`config.mk`:
```
export PLATFORM = sky130hd
export DESIGN_NAME = credit_sender
export DESIGN_NICKNAME = d
export VERILOG_FILES = /design/src/rtl/credit_sender.sv
export SDC_FILE = /design/constraint.sdc
export NUM_CORES = 1
export LEC_CHECK = 0
export ABC_CLOCK_PERIOD_IN_PS = 4700
export CAP_MARGIN = 20
export CORE_ASPECT_RATIO = 1.2
export CORE_MARGIN = 4
export CORE_UTILIZATION = 40
export DETAILED_ROUTE_END_ITERATION = 12
export PLACE_DENSITY = 0.86
export RECOVER_POWER = 50
export SYNTH_ARGS = -nofsm -noshare
export SYNTH_HDL_FRONTEND = slang
export SYNTH_SLANG_ARGS = --single-unit
```
`constraint.sdc`:
```
create_clock -name clk -period 4.7 [get_ports clk]
set_clock_uncertainty 0.2 [all_clocks]
set_input_delay 0.47 -clock clk [delete_from_list [all_inputs] [get_ports clk]]
set_output_delay 0.47 -clock clk [all_outputs]
set_load 0.02 [all_outputs]
```
`src/rtl/credit_sender.sv`:
```
// ---------------------------------------------------------------------------
// credit_sender
//   Upstream end of a credit-flow-controlled link. Takes beats from a local
//   producer over valid/ready and drives them onto the link through a single
//   register stage. One credit is spent per beat sent. One credit is regained
//   per cycle that pop_credit is high. Reset status is exchanged with the
//   receiver so that both ends restart from a known credit count.
//
// Ports
//   clk                    clock
//   rst_n                  asynchronous reset, active-low
//   push_valid/ready/data  producer side (ready has no dependency on valid)
//   pop_sender_in_reset    to receiver: this side is still in reset
//   pop_receiver_in_reset  from receiver: far side is in reset
//   pop_valid/pop_data     registered link beat
//   pop_credit             credit return, one credit per high cycle
//   credit_initial         count loaded every edge while either side is in reset
//   credit_withhold        credits held in reserve (not spendable)
//   credit_count           current credit count
//   credit_available       credit_count > credit_withhold
//   credit_error           sticky: credit returned at the ceiling with no send
// ---------------------------------------------------------------------------
module credit_sender #(
    parameter int DATA_WIDTH   = 8,
    parameter int MAX_CREDITS  = 4,
    parameter int CREDIT_WIDTH = $clog2(MAX_CREDITS + 1)
) (
    input  logic                    clk,
    input  logic                    rst_n,
    input  logic                    push_valid,
    output logic                    push_ready,
    input  logic [DATA_WIDTH-1:0]   push_data,
    output logic                    pop_sender_in_reset,
    input  logic                    pop_receiver_in_reset,
    output logic                    pop_valid,
    output logic [DATA_WIDTH-1:0]   pop_data,
    input  logic                    pop_credit,
    input  logic [CREDIT_WIDTH-1:0] credit_initial,
    input  logic [CREDIT_WIDTH-1:0] credit_withhold,
    output logic [CREDIT_WIDTH-1:0] credit_count,
    output logic                    credit_available,
    output logic                    credit_error
);

    localparam logic [CREDIT_WIDTH-1:0] MAX_COUNT = CREDIT_WIDTH'(MAX_CREDITS);
    localparam logic [CREDIT_WIDTH-1:0] ONE       = CREDIT_WIDTH'(1);

    logic in_reset;
    logic send;

    // Either end being in reset freezes traffic and reloads the credit count.
    assign in_reset         = pop_sender_in_reset | pop_receiver_in_reset;
    assign credit_available = (credit_count > credit_withhold);
    assign push_ready       = credit_available & ~in_reset;
    assign send             = push_valid & push_ready;

    // Held high through reset and for the first edge after release, so the
    // first edge out of reset still loads credit_initial.
    // NOTE: all state is updated with non-blocking assignments so every
    // register samples the pre-edge values of the others.
    always_ff @(posedge clk or negedge rst_n) begin
        if (!rst_n) begin
            pop_sender_in_reset <= 1'b1;
        end else begin
            pop_sender_in_reset <= 1'b0;
        end
    end

    // Link register stage: one cycle latency, back-to-back sends allowed.
    // send is already gated by in_reset, so a receiver reset drops pop_valid
    // on the next edge and any registered beat is shown for one cycle only.
    always_ff @(posedge clk or negedge rst_n) begin
        if (!rst_n) begin
            pop_valid <= 1'b0;
            pop_data  <= '0;
        end else begin
            pop_valid <= send;
            if (send) begin
                pop_data <= push_data;
            end
        end
    end

    // Credit counter. Underflow cannot happen because send requires
    // count > withhold >= 0. A return at the ceiling without a matching
    // send is dropped and latched as an error until rst_n.
    always_ff @(posedge clk or negedge rst_n) begin
        if (!rst_n) begin
            credit_count <= '0;
            credit_error <= 1'b0;
        end else if (in_reset) begin
            credit_count <= credit_initial;
        end else begin
            unique case ({send, pop_credit})
                2'b10: credit_count <= credit_count - ONE;
                2'b01: begin
                    if (credit_count >= MAX_COUNT) begin
                        credit_error <= 1'b1;
                    end else begin
                        credit_count <= credit_count + ONE;
                    end
                end
                default: ; // no change, or spend and return cancel out
            endcase
        end
    end

endmodule

```
==> flow_metrics.py, run 1 <==
metrics = {
    "run_status": {
        "status": "finished clean",
    },
    "critical_path": {
        "cp_top_family": "simple AND/OR/NAND/NOR gates",
        "slowest_stage": "clkdlybuf4s50_1",
        "regToRegEndpoint": "credit_count[1]$_DFFE_PN0P_",
        "cp_max_fo": 12,
        "crit_arrival_ns": 3.18,
        "rr_worst_depth": 9,
        "critPathLaunch": "credit_withhold[2]",
        "critPathKind": "input port to flip-flop",
        "r2r_start": "credit_count[0]$_DFFE_PN0P_",
        "cp.buffers_inverters": 2,
        "start_kind": "input port",
        "crit_required_ns": 4.65,
        "ff2ff_setup_slack_ns": 1.67,
        "end_kind": "flip-flop",
        "crit_chain": "clkdlybuf4s50_1, inv_1, ha_1, and3_1, a21oi_4, nand3_1, nand2_1, fa_1, a2111oi_0, a211oi_1",
        "cp_slowest_stage_delay_ns": 0.46,
    },
    "timing": {
        "maxSlewViolCount": 0,
        "max_slew_margin_pct": 58.8,
        "fin_crit_ns": 3.24,
        "worst_pin_slew_ns": 0.616,
        "fin_crit_sh_pct": 68.8,
        "fmax_mhz": 309,
        "grt_setup_unrepaired": "false",
        "final.setup.tns_ns": 0,
        "setup_viol": 0,
        "hold_viol_final": 0,
    },
    "layout": {
        "final_net_count": 143,
        "fin_util_pct": 62.1,
        "areaGrowthSynthToFinish_pct": 49.1,
        "n_fill_cell": 163,
        "multi_input_area_sq_um": 375,
        "drive_gt1_share_pct": 7.56,
        "regArea_sq_um": 352,
        "antenna_cells": 0,
    },
    "synthesis": {
        "ys_warn_count": 0,
        "yosys-top-cells-count": "nand2_1, dfrtp_1, inv_1",
        "yosys.cell_types.count": 33,
        "synth_ff_type": "dfrtp_1",
        "synth_top_cell_by_area": "dfrtp_1",
        "ys_ff_latch": 14,
        "synthTopCellsByArea": "dfrtp_1, nand2_1, ha_1",
        "synth.cell_area_sq_um": 762,
        "syn_nets": 108,
        "async_flop_share_pct": 100,
        "synth.most_common_cell": "nand2_1",
        "post-synth-top-area-fraction_pct": 42.7,
        "synth-edff-count": 0,
        "avgSynthCellArea_sq_um": 8.96,
        "synthCells": 85,
        "synth-seq-area-share_pct": 46.1,
    },
    "grt": {
        "grt_antenna_before_repair": 0,
        "grt_pass1_wl_microns": 2960,
        "overflow": 0,
        "grtUsageTotal_pct": 14.5,
        "grt_start_max_net_pins": 15,
        "grt_pass1_vias": 745,
    },
    "clocking": {
        "cts-root-buf": "clkbuf_4",
        "cts_buffers": 3,
        "clock-sinks": 14,
        "cts_hold_buf": 0,
        "cts_max_path_buffers": 2,
        "clock_latency_ns": 0.27,
        "cts.repair.resized": 0,
        "postCtsSetupBuffers": 0,
        "htreeDepth": 1,
        "cts_tree": "done",
        "clkSlewWorstSetupHoldPaths_ns": 0.09,
    },
    "floorplanning": {
        "num_rows": 17,
        "core_sq_mm": 0.00183,
        "initial_core_util_pct": 41.7,
        "die_h_microns": 55.8,
        "io_pins": 35,
        "die-area_sq_mm": 0.00267,
        "die_w_microns": 47.8,
    },
    "detailed_routing": {
        "drt_first_pass_iters": 4,
        "via_per_inst": 5.14,
        "drtAntennaViolNets": 0,
        "vias": 709,
        "post_drt_wl_per_cell_microns": 12.3,
        "drtIter0Drc": 5,
        "drc": 0,
        "wl_microns": 1700,
    },
    "place": {
        "gp_congestion": 0.741,
        "dp_hpwl_microns": 1410,
        "portBuffers": 34,
    },
    "pwr": {
        "irDropWorstVdd_mv": 0.218,
        "powerDensity_mw_per_mm2": 368,
        "cellLeakagePower_nw": 0.530,
        "p_total_uw": 419,
    },
    "worst_hold_path": {
        "hold_depth": 1,
        "min-delay-start": "credit_error$_DFFE_PN0P_",
        "hold_path_end": "credit_error$_DFFE_PN0P_",
        "hp-class": "flip-flop to flip-flop",
    },
    "run": {
        "cap_violations": 0,
    },
}
-- cell type report --
cell class / count / area share [%]
inverter: 5 / 1.65
tap: 19 / 2.09
sequential: 14 / 30.9
multi-input combinational: 62 / 33.0
clock buffer: 4 / 2.31
timing repair buffer: 34 / 30.0
-- metrics by stage --
step	cells	worst slack, ns	instance area [sq um]	hold WS, ns
after floorplan	85	1.70	762	-0.0256
after global placement	134	1.28	1110	0.256
after detailed placement	134	1.18	1110	0.260
after CTS	138	1.46	1140	0.278
after global routing	138	1.21	1140	0.290
final	138	1.46	1140	0.270
-- routing by layer --
metal | vias to the layer above | wire, microns | GRT usage, %
li1 | 351 | - | -
met4 | 0 | 0 | 3.08
met3 | 0 | 133 | 3.56
met2 | 23 | 889 | 25.3
met1 | 335 | 680 | 16.9
met5 | - | 0 | 0
-- worst register-to-register path, cell delays in order (launching register included) --
cell	delay (ns)
dfrtp_1	0.47
inv_1	0.07
ha_1	0.27
and3_1	0.21
a21oi_4	0.20
nand3_1	0.37
nand2_1	0.21
fa_1	0.44
a2111oi_0	0.40
a211oi_1	0.08
-- state kept, by name, summed over array words and instances, names as in the netlist --
| register | flops |
|---|---|
| pop_data | 8 |
| credit_count | 3 |
| credit_error | 1 |
| pop_valid | 1 |
| pop_sender_in_reset | 1 |
-- power breakdown --
group	internal (mW)	leakage [nW]	switching (mW)
clock network	0.0328	0.0150	0.0363
registers	0.150	0.169	0.0187
logic	0.0862	0.346	0.0946
total	0.269	0.530	0.150
-- logic make-up (layout without fill, tap and decap cells) --
group / after synthesis / after routing / share of synthesized area (%)
AOI/OAI and AO/OA: 12 / 12 / 12.5
adders and majority gates: 4 / 4 / 7.55
buffers and inverters: 9 / 43 / 4.60
DFF: 14 / 14 / 46.1
muxes: 1 / 1 / 1.31
other: 1 / 1 / 0.492
and+or+nand+nor: 44 / 44 / 27.4
-- worst max path at each step --
| stage | end | cells after the start | slack, ns |
|---|---|---|---|
| floorplan | credit_count[2]$_DFFE_PN0P_ | 10 | 1.70 |
| global placement | credit_count[1]$_DFFE_PN0P_ | 10 | 1.28 |
| detailed placement | credit_count[1]$_DFFE_PN0P_ | 10 | 1.18 |
| CTS | credit_count[1]$_DFFE_PN0P_ | 10 | 1.46 |
| global route | credit_count[1]$_DFFE_PN0P_ | 10 | 1.21 |
| finish | credit_count[1]$_DFFE_PN0P_ | 10 | 1.46 |
-- placed cells by master, fill, tap and decap left out, types with 2 or more instances in the layout --
master	count
a211oi_1	2
and3_1	2
clkbuf_4	3
clkdlybuf4s50_1	26
dfrtp_1	13
dlygate4sd3_1	8
ha_1	3
inv_1	4
nand2_1	26
nand4_1	2
nor2_1	3
nor3_1	2
o21ai_0	2
or4_1	2
No activity file was read; power rests on OpenSTA's default activity.
==> run 2: changes to the inputs <==
--- a/config.mk
+++ b/config.mk
@@ -5,7 +5,7 @@
 export SDC_FILE = /design/constraint.sdc
 export NUM_CORES = 1
 export LEC_CHECK = 0
-export ABC_CLOCK_PERIOD_IN_PS = 4700
+export ABC_CLOCK_PERIOD_IN_PS = 3200
 export CAP_MARGIN = 20
 export CORE_ASPECT_RATIO = 1.2
 export CORE_MARGIN = 4
==> constraint.sdc (replaced) <==
create_clock -name clk -period 3.2 [get_ports clk]
set_clock_uncertainty 0.2 [all_clocks]
set_input_delay 0.32 -clock clk [delete_from_list [all_inputs] [get_ports clk]]
set_output_delay 0.32 -clock clk [all_outputs]
set_load 0.02 [all_outputs]
==> flow_metrics.py, run 2 (synthesized netlist as in run 1, its figures left out) <==
metrics = {
    "run_status": {
        "status": "finished clean",
    },
    "pwr": {
        "powerDensity_mw_per_mm2": 552,
        "p_total_uw": 641,
        "cellLeakagePower_nw": 0.546,
        "irDropWorstVdd_mv": 0.323,
    },
    "clocking": {
        "cts_tree": "done",
        "clkSlewWorstSetupHoldPaths_ns": 0.08,
        "cts.repair.resized": 0,
        "postCtsSetupBuffers": 0,
        "cts_hold_buf": 0,
        "clock_latency_ns": 0.27,
        "cts_max_path_buffers": 2,
        "htreeDepth": 1,
        "clock-sinks": 14,
        "cts-root-buf": "clkbuf_4",
        "cts_buffers": 3,
    },
    "layout": {
        "final_net_count": 145,
        "areaGrowthSynthToFinish_pct": 52.4,
        "largest_reg_flops": 8,
        "n_fill_cell": 166,
        "fin_util_pct": 63.5,
        "drive_gt1_share_pct": 9.92,
        "largestRegisters": "pop_data (8), credit_count (3)",
        "regMostFlops": "pop_data",
        "final_cell_area_sq_mm": 0.00116,
        "antenna_cells": 0,
        "final_cell_mix": "nand2_1, clkdlybuf4s50_1, dfrtp_1",
    },
    "detailed_routing": {
        "wl_microns": 1880,
        "drtIter0Drc": 6,
        "vias": 725,
        "route.met2.wl_microns": 1000,
        "post_drt_wl_per_cell_microns": 13.4,
        "via_per_inst": 5.18,
        "top_layer": "met4",
        "drt_first_pass_iters": 4,
        "drtAntennaViolNets": 0,
        "wl_met1_microns": 728,
        "drc": 0,
        "wl_met3_microns": 133,
    },
    "critical_path": {
        "crit_arrival_ns": 2.79,
        "start_kind": "input port",
        "critPathKind": "input port to flip-flop",
        "cp_slowest_stage_delay_ns": 0.48,
        "crit_required_ns": 3.14,
        "ff2ff_setup_slack_ns": 0.38,
        "slowest_stage": "a2111oi_0",
        "cp_max_fo": 6,
        "crit_chain": "clkdlybuf4s50_1, inv_1, ha_1, and3_1, a21oi_4, nand3_1, nand2_1, fa_1, a2111oi_0, a211oi_1",
        "end_kind": "flip-flop",
    },
    "place": {
        "gp_congestion": 0.711,
        "dp_hpwl_microns": 1510,
        "placed_cell_area_sq_mm": 0.00112,
        "portBuffers": 34,
    },
    "timing": {
        "setup_viol": 0,
        "final.setup.tns_ns": 0,
        "fin_crit_sh_pct": 89.1,
        "hold_viol_final": 0,
        "worst_pin_slew_ns": 0.634,
        "max_slew_margin_pct": 57.6,
        "maxSlewViolCount": 0,
        "grt_setup_unrepaired": "false",
        "fmax_mhz": 351,
        "fin_crit_ns": 2.85,
    },
    "grt": {
        "grt_antenna_before_repair": 0,
        "grt_pass1_wl_microns": 3140,
        "overflow": 0,
        "grt_start_max_net_pins": 15,
        "grtUsageTotal_pct": 15.5,
        "grt_pass1_vias": 779,
    },
    "floorplanning": {
        "die-area_sq_mm": 0.00267,
        "die_h_microns": 55.8,
        "core_sq_mm": 0.00183,
        "io_pins": 35,
        "num_rows": 17,
        "initial_core_util_pct": 41.7,
        "die_w_microns": 47.8,
    },
    "worst_hold_path": {
        "hp-class": "flip-flop to flip-flop",
    },
    "run": {
        "cap_violations": 0,
    },
}
run 2: changes by cell type in the layout (fill, tap and decap cells not counted), sizes merged:
cell / delta
buf: +2
run 2: worst paths after layout:
path,startpoint,end,cells after the start
setup / recovery,credit_withhold[2],credit_count[1]$_DFFE_PN0P_,10
hold / removal,pop_data[6]$_DFFE_PN0P_,pop_data[6]$_DFFE_PN0P_,2
setup reg to reg,credit_count[0]$_DFFE_PN0P_,credit_count[1]$_DFFE_PN0P_,9
hold reg to reg,pop_data[6]$_DFFE_PN0P_,pop_data[6]$_DFFE_PN0P_,2
max in group asynchronous,rst_n,pop_data[7]$_DFFE_PN0P_,1
min in group asynchronous,rst_n,pop_data[1]$_DFFE_PN0P_,1
run 2: per-stage QoR:
step / hold slack [ns] / worst slack [ns] / cells
2_1_floorplan: -0.176 / 0.202 / 85
3_3_place_gp: 0.257 / 0.242 / 136
3_5_place_dp: 0.262 / 0.114 / 136
4_1_cts: 0.246 / 0.358 / 140
5_1_grt: 0.307 / 0.200 / 140
6_report: 0.272 / 0.348 / 140
run 2: area by class of cell:
| type | instances | area (sq um) | share of cell area (%) |
|---|---|---|---|
| Sequential cell | 14 | 352 | 30.3 |
| Timing Repair Buffer | 36 | 355 | 30.6 |
| Inverter | 5 | 18.8 | 1.62 |
| Tap cell | 19 | 23.8 | 2.05 |
| Multi-Input combinational cell | 62 | 375 | 32.3 |
| Clock buffer | 4 | 36.3 | 3.13 |
run 2: critical path, delay by kind of cell:
kind / cells / cell delay [ns]
AOI/OAI and AO/OA: 3 / 0.78
adders and majority gates: 2 / 0.76
buffers and inverters: 2 / 0.49
and+or+nand+nor: 3 / 0.44
run 2: power breakdown:
group	leakage (nW)	switching, mW	total (mW)	internal, mW
Clock	0.0210	0.0544	0.123	0.0691
Sequential	0.169	0.0287	0.249	0.220
Combinational	0.356	0.140	0.269	0.129
run 2: routing by layer:
metal | vias to the layer above | track usage (%)
met2 | 25 | 26.7
met5 | - | 0
met3 | 2 | 3.56
met4 | 0 | 4.62
li1 | 359 | -
met1 | 339 | 17.9
